[config.mk]
export PLATFORM = sky130hd
export DESIGN_NAME = mem_arbiter
export DESIGN_NICKNAME = d
export VERILOG_FILES = /design/src/rtl/mem_arb_pkg.sv /design/src/rtl/mem_arb_pick.sv /design/src/rtl/mem_arbiter.sv
export SDC_FILE = /design/constraint.sdc
export NUM_CORES = 1
export LEC_CHECK = 0
export ABC_CLOCK_PERIOD_IN_PS = 3400
export BUFFER_PORTS_ARGS = -buffer_cell sky130_fd_sc_hd__buf_2
export CAP_MARGIN = 15
export CORE_AREA = 2 2 123 125
export CTS_BUF_LIST = sky130_fd_sc_hd__clkbuf_8
export CTS_CLUSTER_DIAMETER = 50
export DETAILED_ROUTE_END_ITERATION = 8
export DIE_AREA = 0 0 125 127
export SETUP_SLACK_MARGIN = 0.5
export SLEW_MARGIN = 30
export SYNTH_ARGS = -nofsm -noshare
export SYNTH_HDL_FRONTEND = slang
export SYNTH_SLANG_ARGS = --single-unit
[constraint.sdc]
create_clock -name clk_in -period 3.4 [get_ports clk_in]
set_clock_uncertainty 0.1 [all_clocks]
set_input_delay 0.34 -clock clk_in [delete_from_list [all_inputs] [get_ports clk_in]]
set_output_delay 0.34 -clock clk_in [all_outputs]
set_load 0.05 [all_outputs]
[src/rtl/mem_arb_pkg.sv]
// Shared types and encodings for the memory arbiter.
// No logic, no latency.
// No flow control; types only.
package mem_arb_pkg;

  typedef enum logic [1:0] {
    IDLE  = 2'd0,
    BUSY  = 2'd1,
    ABORT = 2'd2
  } state_t;

  typedef enum logic [1:0] {
    GNT_NONE = 2'd0,
    GNT_IF   = 2'd1,
    GNT_LD   = 2'd2,
    GNT_ST   = 2'd3
  } grant_t;

  // size[1:0] encodings and the sign-extend flag position in size[2]
  localparam logic [1:0] SZ_BYTE   = 2'd0;
  localparam logic [1:0] SZ_HALF   = 2'd1;
  localparam logic [1:0] SZ_WORD   = 2'd2;
  localparam int         SZ_SIGNED = 2;

  // controller length code for a full-word fetch
  localparam logic [2:0] LEN_WORD = {1'b0, SZ_WORD};

endpackage

[src/rtl/mem_arb_pick.sv]
// Priority picker: chooses which requester wins an idle arbitration.
// Purely combinational, zero latency.
// No backpressure; the caller only samples the result while idle.
module mem_arb_pick
  import mem_arb_pkg::*;
(
  input  logic   if_valid,
  input  logic   ld_valid,
  input  logic   st_valid,
  input  logic   starve_hit,
  input  logic   flush_mask,
  output grant_t grant
);

  // Starved fetch beats everything; otherwise stores, then loads, then fetch.
  // A flush removes the speculative requesters but never a committed store.
  always_comb begin
    grant = GNT_NONE;
    if (starve_hit && if_valid && !flush_mask) begin
      grant = GNT_IF;
    end else if (st_valid) begin
      grant = GNT_ST;
    end else if (ld_valid && !flush_mask) begin
      grant = GNT_LD;
    end else if (if_valid && !flush_mask) begin
      grant = GNT_IF;
    end
  end

endmodule

[src/rtl/mem_arbiter.sv]
// Shares the memory controller between fetch, load and store requesters.
// Grant registered one cycle after request; ready returns in the mc_ready cycle.
// Requesters hold valid until ready; rdy_in low freezes everything.
module mem_arbiter
  import mem_arb_pkg::*;
#(
  parameter int STARVE_LIMIT = 8
) (
  input  logic        clk_in,
  input  logic        rst_n_in,
  input  logic        rdy_in,
  input  logic        rob_clear,
  input  logic        if_valid,
  input  logic [31:0] if_addr,
  output logic        if_ready,
  output logic [31:0] if_data,
  input  logic        ld_valid,
  input  logic [31:0] ld_addr,
  input  logic [2:0]  ld_size,
  output logic        ld_ready,
  output logic [31:0] ld_data,
  input  logic        st_valid,
  input  logic [31:0] st_addr,
  input  logic [2:0]  st_size,
  input  logic [31:0] st_data,
  output logic        st_ready,
  output logic        mc_valid,
  output logic        mc_wr,
  output logic [31:0] mc_addr,
  output logic [2:0]  mc_len,
  output logic [31:0] mc_data,
  output logic        mc_abort,
  input  logic        mc_ready,
  input  logic [31:0] mc_res,
  output logic        busy
);

  localparam int CW = $clog2(STARVE_LIMIT + 1);

  state_t        state_q, state_d;
  grant_t        grant_q, grant_d;
  grant_t        pick;
  logic [CW-1:0] starve_q, starve_d;
  logic          wr_q, wr_d;
  logic [31:0]   addr_q, addr_d;
  logic [2:0]    len_q, len_d;
  logic [31:0]   data_q, data_d;

  logic starve_hit;
  logic kill;
  logic deliver;

  assign starve_hit = (starve_q == CW'(STARVE_LIMIT));

  // a flush cancels only speculative work; stores always run to completion
  assign kill = rdy_in && rob_clear && (state_q == BUSY) &&
                ((grant_q == GNT_IF) || (grant_q == GNT_LD));

  assign deliver = rdy_in && (state_q == BUSY) && mc_ready && !kill;

  mem_arb_pick u_pick (
    .if_valid   (if_valid),
    .ld_valid   (ld_valid),
    .st_valid   (st_valid),
    .starve_hit (starve_hit),
    .flush_mask (rob_clear),
    .grant      (pick)
  );

  // Next state, grant, latched operands and starve counter; all hold when rdy_in is low.
  always_comb begin
    state_d  = state_q;
    grant_d  = grant_q;
    starve_d = starve_q;
    wr_d     = wr_q;
    addr_d   = addr_q;
    len_d    = len_q;
    data_d   = data_q;
    if (rdy_in) begin
      unique case (state_q)
        IDLE: begin
          if (pick != GNT_NONE) begin
            state_d = BUSY;
            grant_d = pick;
            unique case (pick)
              GNT_IF: begin
                wr_d   = 1'b0;
                addr_d = if_addr;
                len_d  = LEN_WORD;
                data_d = 32'd0;
              end
              GNT_LD: begin
                wr_d   = 1'b0;
                addr_d = ld_addr;
                len_d  = ld_size;
                data_d = 32'd0;
              end
              default: begin
                wr_d   = 1'b1;
                addr_d = st_addr;
                len_d  = st_size;
                data_d = st_data;
              end
            endcase
          end
        end
        BUSY: begin
          if (kill) begin
            state_d = ABORT;
            grant_d = GNT_NONE;
          end else if (mc_ready) begin
            state_d = IDLE;
            grant_d = GNT_NONE;
          end
        end
        default: begin
          state_d = IDLE;
          grant_d = GNT_NONE;
        end
      endcase

      // fetch waiting counter: cleared by a fetch grant, an idle fetch port or a flush
      if (!if_valid || rob_clear) begin
        starve_d = '0;
      end else if ((state_q == IDLE) && (pick == GNT_IF)) begin
        starve_d = '0;
      end else if ((grant_q != GNT_IF) && !starve_hit) begin
        starve_d = starve_q + CW'(1);
      end
    end
  end

  // State and operand registers, cleared asynchronously so a reset drops any transaction.
  always_ff @(posedge clk_in or negedge rst_n_in) begin
    if (!rst_n_in) begin
      state_q  <= IDLE;
      grant_q  <= GNT_NONE;
      starve_q <= '0;
      wr_q     <= 1'b0;
      addr_q   <= 32'd0;
      len_q    <= 3'd0;
      data_q   <= 32'd0;
    end else begin
      state_q  <= state_d;
      grant_q  <= grant_d;
      starve_q <= starve_d;
      wr_q     <= wr_d;
      addr_q   <= addr_d;
      len_q    <= len_d;
      data_q   <= data_d;
    end
  end

  assign mc_valid = (state_q == BUSY) && !kill;
  assign mc_abort = (state_q == ABORT);
  assign busy     = (state_q != IDLE);
  assign mc_wr    = wr_q;
  assign mc_addr  = addr_q;
  assign mc_len   = len_q;
  assign mc_data  = data_q;

  assign if_ready = deliver && (grant_q == GNT_IF);
  assign ld_ready = deliver && (grant_q == GNT_LD);
  assign st_ready = deliver && (grant_q == GNT_ST);
  assign if_data  = mc_res;
  assign ld_data  = mc_res;

endmodule

==> impl_summary.log, run 1 <==
INFO  metric outcome = finished, final reports clean
INFO  metric via_count_of_the_first_global_routing_pass = between 4000 and 5000
INFO  metric post-route-drc-count = 0
INFO  metric internal_power = 2.228 mW
INFO  metric clk_latency = roughly 0.36 ns
INFO  metric avgSynthCellArea = approximately 9.7 um^2
INFO  metric path_length_in_cells_of_the_critical_path = 10
INFO  metric cpMaxStageDelayCell = sky130_fd_sc_hd__or4b_4
INFO  metric maxCapViolCount = 0
INFO  metric worst_slew_pin_slew = between 0.7 and 0.8 ns
INFO  metric final_cycle_utilization_of_the_critical_path = 80.42%
INFO  metric slew_violations = 0
INFO  metric netSwitchingPower = 2.511 mW
INFO  metric worstSetupPathType = reg2reg
INFO  metric port_buffers = 215
INFO  metric die-area = roughly 16000 um^2
INFO  metric drtAntennaViolNets = 0
INFO  metric grt_max_degree = 137
INFO  metric top_level_ports = 312
INFO  metric timing.hold.worst.class = in2reg
INFO  metric cts-htree-levels = 3
INFO  metric mappedNetlistNets = roughly 660
INFO  metric clockBufferDepth = 2
INFO  metric wire_length_of_the_first_global_routing_pass = 20270 um
INFO  metric rows = 44
INFO  metric finalWeightedCongestion = between 0.8 and 0.9
INFO  metric vdd_ir_drop_max = 510.8 uV
INFO  metric signal_arrival_time_at_the_worst_endpoint = slightly below 3 ns
INFO  metric final_nets = 795
INFO  metric synthesis.instances = approximately 480
INFO  metric post_drt_wl_per_cell = 16.74 um
INFO  metric crit_path_max_fanout = 68
INFO  metric synth_top_flop_cell = sky130_fd_sc_hd__dfrtp_1
INFO  metric startpoint_class_of_the_critical_path = flip-flop
INFO  metric ratio_of_cells_with_drive_above_1_in_the_final_layout = 45.22%
INFO  metric final-setup-viol-count = 0
INFO  metric whs_path_depth = 3
INFO  metric worst_path_dominant_cell_family = simple AND/OR/NAND/NOR gates
INFO  metric cts_setup_buffers = 0
INFO  metric worst_setup_path_end_kind = flip-flop
INFO  metric final_wirelength = ~13000 um
INFO  metric totalNegativeSetupSlack = 0 ns
INFO  metric dp_hpwl = ~9600 um
INFO  metric p_leak = 2.892 nW
INFO  metric power.density = 850.6 nW/um^2
INFO  metric clock_sink_total = 76
INFO  metric p_sw_share = 52.99%
INFO  metric antenna_found_initial = 1
INFO  metric cts.root.buffer_cell = sky130_fd_sc_hd__clkbuf_8
INFO  metric core_area = 14420 um^2
INFO  metric synth_area = 4661 um^2
INFO  metric critPathRequiredTime = 3.60 ns
INFO  metric total_power_draw = approximately 4.7 mW
INFO  metric slew_headroom = a little over half
INFO  metric die_y = 127 um
INFO  metric synth_cell_types = 39
INFO  metric power.clock.fraction = 13.0%
INFO  metric setup_repair_after_global_routing_missed_its_margin = no
INFO  metric first_pass_iters = 4
INFO  metric number_of_buffers_inserted_during_clock_tree_synthesis = 9
INFO  metric worstRegToRegCells = 10
INFO  metric cpPeakStageDelay = 0.53 ns
INFO  metric cts_tree = yes
INFO  metric number_of_warning_messages_in_the_yosys_log = 0
INFO  metric max_freq = around 370 MHz
INFO  metric synth_sequential_area_ratio = 40.81%
INFO  metric crit_path_cell_trace = inv_1 > ha_1 > nand3b_1 > a21oi_2 > nor2_1 > ha_4 > or4b_4 > buf_16 > a211oi_2 > a21o_1
INFO  metric route.detailed.vias_per_inst = 4.976
INFO  metric cts.reportedPaths.clkPinSlew = 0.08 ns
INFO  metric fin_crit = 2.734 ns
INFO  metric ys_async_sr_fraction = 100.0%
INFO  metric utilization = 38.63%
INFO  metric drt_iter0_drc = 124
INFO  metric route.vias.total = between 3000 and 4000
INFO  metric ys_ff_latch = 76
INFO  metric floorplan.die.width = 125 um
INFO  metric grt_overflow = 0
INFO  metric antenna_cells_inserted = 0
INFO  metric cp.buffers_inverters = 2
INFO  metric initial_utilization = 32.31%
INFO  metric synth_edf_count = 0
INFO  metric hold_ws = 0.1155 ns
INFO  metric syn_to_final_growth = 19.54%
INFO  metric grt_util_overall = 15.81%
INFO  metric power.share.sequential = 31.3%
INFO  metric finalHoldViolations = 0
INFO  metric pwr-share-comb = 55.7%
worst register-to-register path: cells and delay by family (launching register included):
family,cells,cell delay [ns]
adder cells (fa/ha/maj),2,0.37
AO/OA/AOI/OAI,3,0.61
AND/OR/NAND/NOR,3,0.85
flip-flops,1,0.41
buffers and inverters,2,0.34
synth_stat cells (5+ instances only):
| cell type | count | area [um^2] |
|---|---|---|
| sky130_fd_sc_hd__clkbuf_1 | 23 | 86.33 |
| sky130_fd_sc_hd__nand2b_1 | 37 | 231.5 |
| sky130_fd_sc_hd__nor2_1 | 37 | 138.9 |
| sky130_fd_sc_hd__a22oi_1 | 32 | 240.2 |
| sky130_fd_sc_hd__o21ai_2 | 5 | 43.79 |
| sky130_fd_sc_hd__buf_6 | 9 | 101.4 |
| sky130_fd_sc_hd__o21ai_1 | 30 | 150.1 |
| sky130_fd_sc_hd__nor2b_1 | 7 | 43.79 |
| sky130_fd_sc_hd__dfrtp_1 | 76 | 1902 |
| sky130_fd_sc_hd__a21oi_1 | 5 | 25.02 |
| sky130_fd_sc_hd__inv_1 | 8 | 30.03 |
| sky130_fd_sc_hd__ha_1 | 8 | 100.1 |
| sky130_fd_sc_hd__a211oi_2 | 33 | 412.9 |
| sky130_fd_sc_hd__a21o_1 | 33 | 247.7 |
| sky130_fd_sc_hd__nand2_1 | 37 | 138.9 |
| sky130_fd_sc_hd__buf_4 | 64 | 480.5 |
path summary, 6_finish.rpt:
| kind | start | endpoint | slack (ns) |
|---|---|---|---|
| max in group asynchronous | rst_n_in | starve_q[3]$_DFFE_PN0P_ | 2.22 |
| min | st_data[21] | mc_data[21]$_DFFE_PN0P_ | 0.12 |
| max | starve_q[0]$_DFFE_PN0P_ | mc_addr[12]$_DFFE_PN0P_ | 0.67 |
| min in group asynchronous | rst_n_in | mc_data[15]$_DFFE_PN0P_ | 0.48 |
| min reg2reg | mc_addr[10]$_DFFE_PN0P_ | mc_addr[10]$_DFFE_PN0P_ | 0.37 |
| max reg2reg | starve_q[0]$_DFFE_PN0P_ | mc_addr[12]$_DFFE_PN0P_ | 0.67 |
per-layer routing:
metal	global-route usage, %	part of all wire, %	wire length [um]
met5	0	0	0
met4	8.170	3.0	408
met3	4.146	7.4	994
met2	27.33	49	6549
met1	18.10	41	5457
cells by family after synthesis:
kind of cell               Yosys count  synth area share (%)
buffers and inverters              109                 15.73
and+or+nand+nor                    133                 14.34
AOI/OAI and AO/OA                  153                 26.55
muxes                                2                0.4295
DFF                                 76                 40.81
adders and majority gates            8                 2.148
cell type report:
class                           instances  area, um^2
Timing Repair Buffer                  222        1187
Sequential cell                        76        1902
Clock buffer                           10       137.6
Clock inverter                          5       30.03
Multi-Input combinational cell        296        2054
Inverter                                8       30.03
Tap cell                              184       230.2
Fill cell                            1471        8852
timing repair:
action / 4_1_cts / 5_1_grt
hold endpoints to repair: 76 / 0
gates cloned: 0 / 1
hold buffers: 1 / 0
gates resized for setup: 1 / 3
endpoints found under the setup margin: 14 / 20
registers in the layout, indices dropped and copies added (netlist names):
register,flops
mc_data,32
mc_wr,1
mc_addr,32
grant_q,2
starve_q,4
mc_len,3
state_q,2
per-stage QoR:
step | worst slack [ns] | std cells | cell area [um^2]
6_report | 0.6659 | 801 | 5572
5_1_grt | 0.5246 | 801 | 5572
4_1_cts | 0.7131 | 800 | 5525
3_5_place_dp | 0.4809 | 784 | 5345
3_3_place_gp | 0.6180 | 784 | 5341
2_1_floorplan | 0.9440 | 481 | 4661
power by group through the flow:
| stage | clock (mW) | combinational (mW) | sequential [mW] |
|---|---|---|---|
| after floorplan | 0 | 1.10 | 2.61 |
| after global placement | 0 | 2.58 | 1.48 |
| after detailed placement | 0 | 2.63 | 1.50 |
| after CTS | 0.652 | 2.63 | 1.49 |
| after global routing | 0.684 | 2.81 | 1.53 |
| final | 0.617 | 2.64 | 1.48 |
layout by cell type, fill, tap and decap left out, drive strengths merged, types with 3 or more instances in the layout:
master	synthesis	final
a211oi	33	33
a22oi	32	32
clkinv	0	3
ha	8	8
and2	4	4
a21o	33	33
nand2b	37	37
nor2b	7	7
dfrtp	76	76
inv	8	9
buf	78	220
a21oi	5	5
a22o	4	4
clkbuf	23	11
o21ai	36	36
nand2	37	37
nor2	37	37
No activity file was read; power rests on OpenSTA's default activity.
==> run 2, diff against run 1 <==
--- a/config.mk
+++ b/config.mk
@@ -5,14 +5,15 @@
 export SDC_FILE = /design/constraint.sdc
 export NUM_CORES = 1
 export LEC_CHECK = 0
-export ABC_CLOCK_PERIOD_IN_PS = 3400
+export ABC_AREA = 1
+export ABC_CLOCK_PERIOD_IN_PS = 2800
 export BUFFER_PORTS_ARGS = -buffer_cell sky130_fd_sc_hd__buf_2
 export CAP_MARGIN = 15
-export CORE_AREA = 2 2 123 125
+export CORE_AREA = 2 2 121 123
 export CTS_BUF_LIST = sky130_fd_sc_hd__clkbuf_8
 export CTS_CLUSTER_DIAMETER = 50
 export DETAILED_ROUTE_END_ITERATION = 8
-export DIE_AREA = 0 0 125 127
+export DIE_AREA = 0 0 123 125
 export SETUP_SLACK_MARGIN = 0.5
 export SLEW_MARGIN = 30
 export SYNTH_ARGS = -nofsm -noshare
==> constraint.sdc (replaced) <==
create_clock -name clk_in -period 2.8 [get_ports clk_in]
set_clock_uncertainty 0.1 [all_clocks]
set_input_delay 0.28 -clock clk_in [delete_from_list [all_inputs] [get_ports clk_in]]
set_output_delay 0.28 -clock clk_in [all_outputs]
set_load 0.05 [all_outputs]
==> run 2 against run 1 <==
Combinational power increased by 44%; register-to-register slack is essentially flat; die area fell by 3.1%; synthesized cell count rose by 20%; sequential cell count unchanged; global-route usage down 0.17 points; sequential power rose by 30%; hold slack got worse by 0.063 ns; critical path depth is 5 lower; critical path type is now reg2out; largest power group unchanged.
==> impl_summary.log, run 2 <==
INFO  metric clock_sink_total = 76 (unchanged)
INFO  metric layout.cells.most_common_list = sky130_fd_sc_hd__buf_2, sky130_fd_sc_hd__nand2_1, sky130_fd_sc_hd__nor2_1, sky130_fd_sc_hd__dfrtp_1, sky130_fd_sc_hd__a21oi_1
INFO  metric final_wirelength = 12530 um (-6.6%)
INFO  metric route.vias.total = 4095 (+2.7%)
INFO  metric worst_slew_pin_slew = 0.5066 ns (-0.2090 ns)
INFO  metric worst_setup_path_end_kind = primary output
INFO  metric synth_area = 4414 um^2 (-5.3%)
INFO  metric synth_edf_count = 0 (unchanged)
INFO  metric final-setup-viol-count = 0 (unchanged)
INFO  metric worstSetupPathType = reg2out
INFO  metric number_of_warning_messages_in_the_yosys_log = 0 (unchanged)
INFO  metric totalNegativeSetupSlack = 0 ns (unchanged)
INFO  metric maxCapViolCount = 0 (unchanged)
INFO  metric startpoint_class_of_the_critical_path = flip-flop
INFO  metric die-area = 15380 um^2 (-3.1%)
INFO  metric grt_util_overall = 15.64% (-0.17 points)
INFO  metric critPathRequiredTime = 2.42 ns (-1.18 ns)
INFO  metric number_of_buffers_inserted_during_clock_tree_synthesis = 9 (unchanged)
INFO  metric finalWeightedCongestion = 0.7800 (-6.9%)
INFO  metric signal_arrival_time_at_the_worst_endpoint = 1.79 ns (-1.14 ns)
INFO  metric initial_utilization = 31.08% (-1.2 points)
INFO  metric slew_headroom = 66.23% (+14 points)
INFO  metric synth_top_cell_area_share = 43.08% (+2.3 points)
INFO  metric antenna_cells_inserted = 0 (unchanged)
INFO  metric placedCellCount = 891 (+14%)
INFO  metric synth_cell_types = 23 (-41%)
INFO  metric dp_hpwl = 8533 um (-11%)
INFO  metric port_buffers = 215 (unchanged)
INFO  metric timing.hold.worst.class = in2reg
INFO  metric final_cycle_utilization_of_the_critical_path = between 70% and 80%
INFO  metric final_nets = 905 (+14%)
INFO  metric drtAntennaViolNets = 0 (unchanged)
INFO  metric clockBufferDepth = 2 (unchanged)
INFO  metric via_count_of_the_first_global_routing_pass = 3942 (-5.7%)
INFO  metric post_drt_wl_per_cell = 13.74 um (-18%)
INFO  metric drt_iter0_drc = 167 (+35%)
INFO  metric post-synth-top-area-cell = sky130_fd_sc_hd__dfrtp_1
INFO  metric synth_sequential_area_ratio = 43.08% (+2.3 points)
INFO  metric synth_common_cells = sky130_fd_sc_hd__nand2_1, sky130_fd_sc_hd__nor2_1, sky130_fd_sc_hd__a21oi_1
INFO  metric utilization = 39.71% (+1.1 points)
INFO  metric fillCellCount = 1448 (-1.6%)
INFO  metric wire_length_of_the_first_global_routing_pass = 18900 um (-6.7%)
INFO  metric slew_violations = 0 (unchanged)
INFO  metric cell_with_the_most_instances_after_synthesis = sky130_fd_sc_hd__nand2_1
INFO  metric finalHoldViolations = 0 (unchanged)
INFO  metric grt_max_degree = 75 (-45%)
INFO  metric max_freq = 461.5 MHz
INFO  metric ys_ff_latch = 76 (unchanged)
INFO  metric vdd_ir_drop_max = 518.7 uV (+1.6%)
INFO  metric synthesis.instances = 575 (+20%)
INFO  metric ratio_of_cells_with_drive_above_1_in_the_final_layout = 40.38% (-4.8 points)
INFO  metric fin_crit = 2.167 ns
INFO  metric syn_to_final_growth = 27.78%
INFO  metric first_pass_iters = 4 (unchanged)
INFO  metric rows = 44 (unchanged)
INFO  metric grt_overflow = 0 (unchanged)
INFO  metric top_level_ports = 312 (unchanged)
INFO  metric core_area = 14200 um^2 (-1.5%)
INFO  metric cts_tree = yes
INFO  metric cts-htree-levels = 3 (unchanged)
INFO  metric cts.reportedPaths.clkPinSlew = 0.09 ns (about the same)
INFO  metric power.density = 1190 nW/um^2 (+40%)
INFO  metric layout_commonest_cell = sky130_fd_sc_hd__buf_2
INFO  metric crit_path_max_fanout = 4 (-94%)
INFO  metric avgSynthCellArea = 7.677 um^2 (-21%)
INFO  metric cts.root.buffer_cell = sky130_fd_sc_hd__clkbuf_8
INFO  metric pre_cts_slack = 0.3183 ns (-0.1627 ns)
INFO  metric route.detailed.vias_per_inst = 4.490 (-9.8%)
INFO  metric outcome = finished, final reports clean
INFO  metric total_power_draw = 6.714 mW (+42%)
INFO  metric p_leak = 3.001 nW (+3.7%)
INFO  metric final_cell_count_no_fill = 912 (+14%)
INFO  metric synth_top_flop_cell = sky130_fd_sc_hd__dfrtp_1
INFO  metric clk_latency = 0.37 ns (about the same)
INFO  metric setup_repair_after_global_routing_missed_its_margin = no
INFO  metric floorplan.die.width = 123 um (-1.6%)
INFO  metric antenna_found_initial = 0 (-1)
INFO  metric mappedNetlistNets = 757 (+14%)
INFO  metric synthTopCellsByArea = sky130_fd_sc_hd__dfrtp_1, sky130_fd_sc_hd__buf_4, sky130_fd_sc_hd__nand2_1
INFO  metric final_critical_path_setup_slack = 0.6330 ns (-0.03280 ns)
INFO  metric die_y = 125 um (-1.6%)
INFO  metric post-route-drc-count = 0 (unchanged)
INFO  metric ys_async_sr_fraction = 100.0% (unchanged)
==> run 2: changes by cell type after synthesis, sizes merged, moves of 4 or more <==
cell    before  now
a211oi      33    0
a21o        33    0
a21oi        5   98
a22o         4    0
a22oi       32    0
and2         4    0
buf         78   85
clkbuf      23    6
inv          8   55
nand2       37  107
nand2b      37    0
nand3        0   13
nor2        37   84
nor2b        7    0
==> run 2: cell type report <==
type / instances / area, um^2 / share of cell area (%)
multi-input cells: 351 / 1773 / 31.43
flip-flops and latches: 76 / 1902 / 33.72
repair buffers: 228 / 1285 / 22.78
clock buffers: 10 / 137.6 / 2.440
well taps: 184 / 230.2 / 4.082
inverters: 57 / 219.0 / 3.882
clock inverters: 6 / 93.84 / 1.664
==> run 2: worst paths after layout <==
check / start / end / slack, ns / cells past startpoint
setup / recovery: grant_q[0]$_DFFE_PN0P_ / mc_valid / 0.63 / 5
hold / removal: st_data[31] / mc_data[31]$_DFFE_PN0P_ / 0.05 / 3
setup reg to reg: starve_q[0]$_DFFE_PN0P_ / mc_addr[23]$_DFFE_PN0P_ / 0.66 / 12
hold reg to reg: mc_data[5]$_DFFE_PN0P_ / mc_data[5]$_DFFE_PN0P_ / 0.39 / 2
max in group asynchronous: rst_n_in / mc_addr[19]$_DFFE_PN0P_ / 1.57 / 3
min in group asynchronous: rst_n_in / mc_data[2]$_DFFE_PN0P_ / 0.32 / 2
==> run 2: what timing repair did <==
action | in CTS | in global routing
buffers inserted | 2 | 0
gates resized for setup | 7 | 29
endpoints found under the hold margin | 36 | 0
hold buffers | 1 | 0
gates cloned | 0 | 2
setup endpoints to repair | 35 | 41
pin swaps | 0 | 1
==> run 2: logic make-up after synthesis <==
group / Yosys count / synth area share [%]
AOI/OAI and AO/OA: 133 / 16.78
adders and majority gates: 8 / 2.268
buffers and inverters: 148 / 19.19
DFF: 76 / 43.08
and+or+nand+nor: 210 / 18.68
==> run 2: per-layer routing <==
layer	wire length, um	vias up	part of all wire, %	GRT usage (%)
li1	-	2046	-	-
met1	5332	1856	43	18.36
met2	5972	155	48	26.49
met3	871	38	7.0	3.604
met4	355	0	2.8	7.821
met5	0	-	0	0
==> run 2: critical path, stage by stage, from the launching register on <==
cell and delay, ns:
sky130_fd_sc_hd__dfrtp_1 0.42, sky130_fd_sc_hd__inv_1 0.06, sky130_fd_sc_hd__ha_1 0.30, sky130_fd_sc_hd__o21ai_0 0.34, sky130_fd_sc_hd__inv_1 0.08, sky130_fd_sc_hd__buf_2 0.22
==> run 2: power breakdown <==
group	internal, mW	switching (mW)	total [mW]
combinational	0.889	2.92	3.81
clock	0.534	0.447	0.981
sequential	1.63	0.292	1.92
total	3.05	3.66	6.71
==> run 2: per-stage QoR <==
step                      area [um^2]  hold slack [ns]
after CTS                        5474          0.01923
after global placement           5194           0.1889
final                            5640          0.05221
after floorplan                  4414          -0.1156
after global routing             5640          0.03256
after detailed placement         5194           0.1855
==> run 3, diff against run 2 <==
--- a/config.mk
+++ b/config.mk
@@ -5,15 +5,15 @@
 export SDC_FILE = /design/constraint.sdc
 export NUM_CORES = 1
 export LEC_CHECK = 0
-export ABC_AREA = 1
-export ABC_CLOCK_PERIOD_IN_PS = 2800
+export ABC_AREA = 0
+export ABC_CLOCK_PERIOD_IN_PS = 2300
 export BUFFER_PORTS_ARGS = -buffer_cell sky130_fd_sc_hd__buf_2
 export CAP_MARGIN = 15
-export CORE_AREA = 2 2 121 123
+export CORE_AREA = 2 2 123 125
 export CTS_BUF_LIST = sky130_fd_sc_hd__clkbuf_8
 export CTS_CLUSTER_DIAMETER = 50
 export DETAILED_ROUTE_END_ITERATION = 8
-export DIE_AREA = 0 0 123 125
+export DIE_AREA = 0 0 125 127
 export SETUP_SLACK_MARGIN = 0.5
 export SLEW_MARGIN = 30
 export SYNTH_ARGS = -nofsm -noshare
==> constraint.sdc (replaced) <==
create_clock -name clk_in -period 2.3 [get_ports clk_in]
set_clock_uncertainty 0.1 [all_clocks]
set_input_delay 0.23 -clock clk_in [delete_from_list [all_inputs] [get_ports clk_in]]
set_output_delay 0.23 -clock clk_in [all_outputs]
set_load 0.05 [all_outputs]
==> run 3 against run 2 <==
The run now ends with setup timing left; largest power group unchanged; register-to-register slack worse by 0.85 ns; largest cell class is now multi-input gates; clock power grew 30%; clock-buffer cell count down 1; critical endpoint is now mc_addr[26]$_DFFE_PN0P_; final cell count decreased by 4.4%.
==> impl_summary.log, run 3 (synthesis results as in run 1) <==
INFO  metric maxCapViolCount = 0 (unchanged)
INFO  metric ratio_of_cells_with_drive_above_1_in_the_final_layout = 49.85% (+9.5 points)
INFO  metric totalNegativeSetupSlack = -8.635 ns (-8.635 ns)
INFO  metric post-route-drc-count = 0 (unchanged)
INFO  metric worst_setup_path_end_kind = flip-flop
INFO  metric rows = 44 (unchanged)
INFO  metric grt_max_degree = 55 (-27%)
INFO  metric signal_arrival_time_at_the_worst_endpoint = 2.69 ns (+0.90 ns)
INFO  metric post_drt_wl_per_cell = 16.14 um (+17%)
INFO  metric final_cell_area = 6620 um^2 (+17%)
INFO  metric clk_latency = 0.36 ns (about the same)
INFO  metric floorplan.die.width = 125 um (+1.6%)
INFO  metric regToRegSetupSlack = -0.19 ns (-0.85 ns)
INFO  metric die_y = 127 um (+1.6%)
INFO  metric startpoint_class_of_the_critical_path = flip-flop
INFO  metric violations_in_the_final_reports = setup timing
INFO  metric dp_hpwl = 9861 um (+16%)
INFO  metric worstSetupPathType = reg2reg
INFO  metric antenna_found_initial = 0 (unchanged)
INFO  metric vdd_ir_drop_max = 649.7 uV (+25%)
INFO  metric final_critical_path_setup_slack = -0.1857 ns (-0.8187 ns)
INFO  metric layout.cells.most_common_list = sky130_fd_sc_hd__buf_2, sky130_fd_sc_hd__dfrtp_1, sky130_fd_sc_hd__nand2_1, sky130_fd_sc_hd__nand2b_1, sky130_fd_sc_hd__nor2_1
INFO  metric antenna_cells_inserted = 0 (unchanged)
INFO  metric placedCellCount = 804 (-9.8%)
INFO  metric route.vias.total = 4228 (+3.2%)
INFO  metric timing.hold.worst.class = in2reg
INFO  metric clockBufferDepth = 2 (unchanged)
INFO  metric power.density = 1201 nW/um^2 (+0.88%)
INFO  metric outcome = complete, but fails checks
INFO  metric core_area = 14420 um^2 (+1.6%)
INFO  metric via_count_of_the_first_global_routing_pass = 4474 (+13%)
INFO  metric drt_iter0_drc = 120 (-28%)
INFO  metric grt_overflow = 0 (unchanged)
INFO  metric die-area = 15880 um^2 (+3.3%)
INFO  metric route.detailed.vias_per_inst = 4.849 (+8.0%)
INFO  metric top_level_ports = 312 (unchanged)
INFO  metric cts.root.buffer_cell = sky130_fd_sc_hd__clkbuf_8
INFO  metric slew_violations = 0 (unchanged)
INFO  metric max_freq = just over 400 MHz
INFO  metric place_area = 5607 um^2 (+7.9%)
INFO  metric final-setup-viol-count = 73 (+73)
INFO  metric wire_length_of_the_first_global_routing_pass = 22030 um (+17%)
INFO  metric p_leak = 3.343 nW (+11%)
INFO  metric drtAntennaViolNets = 0 (unchanged)
INFO  metric layout_commonest_cell = sky130_fd_sc_hd__buf_2
INFO  metric fillCellCount = 1351 (-6.7%)
INFO  metric worst_slew_pin_slew = 0.5536 ns (+0.04702 ns)
INFO  metric first_pass_iters = 4 (unchanged)
INFO  metric finalHoldViolations = 0 (unchanged)
INFO  metric grt_util_overall = 17.34% (+1.7 points)
INFO  metric number_of_buffers_inserted_during_clock_tree_synthesis = 9 (unchanged)
INFO  metric cts-htree-levels = 3 (unchanged)
INFO  metric fin_crit = 2.486 ns
INFO  metric finalWeightedCongestion = 0.8120 (+4.1%)
INFO  metric crit_path_max_fanout = 6 (+2)
INFO  metric cts_tree = yes
INFO  metric slew_headroom = 63.09% (-3.1 points)
INFO  metric cts.reportedPaths.clkPinSlew = 0.08 ns (about the same)
INFO  metric port_buffers = 215 (unchanged)
INFO  metric clock_sink_total = 76 (unchanged)
INFO  metric critPathRequiredTime = 2.51 ns (+0.09 ns)
INFO  metric initial_utilization = 32.31% (+1.2 points)
INFO  metric total_power_draw = 7.950 mW (+18%)
INFO  metric final_nets = 865 (-4.4%)
INFO  metric setup_repair_after_global_routing_missed_its_margin = yes
INFO  metric final_cell_count_no_fill = 872 (-4.4%)
INFO  metric hold_ws = 0.02620 ns (-0.02601 ns)
INFO  metric final_wirelength = 14080 um (+12%)
INFO  metric final_cycle_utilization_of_the_critical_path = 108.1%
INFO  metric syn_to_final_growth = 42.04%
[run 3: cell types whose count changed in the layout (fill, tap and decap cells not counted), moves of 7 or more]
cell	delta
sky130_fd_sc_hd__a211oi_2	+32
sky130_fd_sc_hd__nand3_1	-12
sky130_fd_sc_hd__a21o_1	+33
sky130_fd_sc_hd__a21oi_1	-59
sky130_fd_sc_hd__a22oi_2	+7
sky130_fd_sc_hd__a21oi_2	-34
sky130_fd_sc_hd__dlygate4sd3_1	+31
sky130_fd_sc_hd__a22oi_1	+25
sky130_fd_sc_hd__buf_4	+24
sky130_fd_sc_hd__nand2b_1	+36
sky130_fd_sc_hd__inv_1	-48
sky130_fd_sc_hd__nor2_1	-42
sky130_fd_sc_hd__o21ai_0	-9
sky130_fd_sc_hd__nand2_1	-68
[run 3: worst max-delay path, cell delays in order (launching register included)]
cell and delay [ns]:
sky130_fd_sc_hd__dfrtp_1 0.40, sky130_fd_sc_hd__inv_2 0.09, sky130_fd_sc_hd__ha_4 0.13, sky130_fd_sc_hd__nand3b_1 0.15, sky130_fd_sc_hd__a21oi_2 0.19, sky130_fd_sc_hd__nor2_2 0.07
sky130_fd_sc_hd__ha_4 0.16, sky130_fd_sc_hd__or4b_4 0.56, sky130_fd_sc_hd__buf_4 0.19, sky130_fd_sc_hd__buf_16 0.13, sky130_fd_sc_hd__a211oi_2 0.14, sky130_fd_sc_hd__a21o_1 0.12
[run 3: cell type report]
| class | count | area (um^2) | share of cell area (%) |
|---|---|---|---|
| clock inverters | 7 | 122.6 | 1.852 |
| flip-flops and latches | 76 | 1903 | 28.75 |
| well taps | 184 | 230.2 | 3.478 |
| clock buffers | 9 | 123.9 | 1.871 |
| inverters | 8 | 30.03 | 0.4536 |
| multi-input cells | 296 | 2216 | 33.47 |
| repair buffers | 292 | 1994 | 30.13 |
[run 3: final timing paths]
check                                   startpoint                       to  cells past startpoint
setup / recovery           starve_q[1]$_DFFE_PN0P_  mc_addr[26]$_DFFE_PN0P_                     11
hold / removal                         st_data[17]  mc_data[17]$_DFFE_PN0P_                      3
setup reg to reg           starve_q[1]$_DFFE_PN0P_  mc_addr[26]$_DFFE_PN0P_                     11
hold reg to reg            mc_addr[30]$_DFFE_PN0P_  mc_addr[30]$_DFFE_PN0P_                      1
max in group asynchronous                 rst_n_in   state_q[0]$_DFFE_PN0P_                      3
min in group asynchronous                 rst_n_in  mc_data[24]$_DFFE_PN0P_                      2
[run 3: power by group]
group          leakage [nW]  total (mW)  switching [mW]  internal, mW
registers             0.974        2.17           0.310          1.86
logic                  2.25        4.50            3.07          1.43
clock network         0.116        1.28           0.555         0.728
total                  3.34        7.95            3.93          4.02
[run 3: metal layers]
layer	vias up	global-route usage, %	share of wire (%)
met2	184	31.39	52
met4	0	9.477	3.6
met3	52	5.109	7.9
met5	-	0	0
met1	1978	18.10	36
li1	2014	-	-
[run 3: timing repair]
| action | CTS | global route |
|---|---|---|
| endpoints found under the setup margin | 79 | 79 |
| setup buffers | 12 | 2 |
| gates cloned | 3 | 3 |
| resized for setup | 36 | 7 |
| pin swaps | 5 | 1 |
| hold buffers | 32 | 0 |
| endpoints found under the hold margin | 70 | 0 |
[run 3: stage by stage]
| step | setup slack [ns] | util [%] |
|---|---|---|
| finish | -0.1857 | 45.90 |
| global route | -0.3432 | 45.90 |
| CTS | -0.1806 | 45.08 |
| detailed placement | -0.2254 | 38.87 |
| global placement | -0.1176 | 38.87 |
| floorplan | -0.09510 | - |
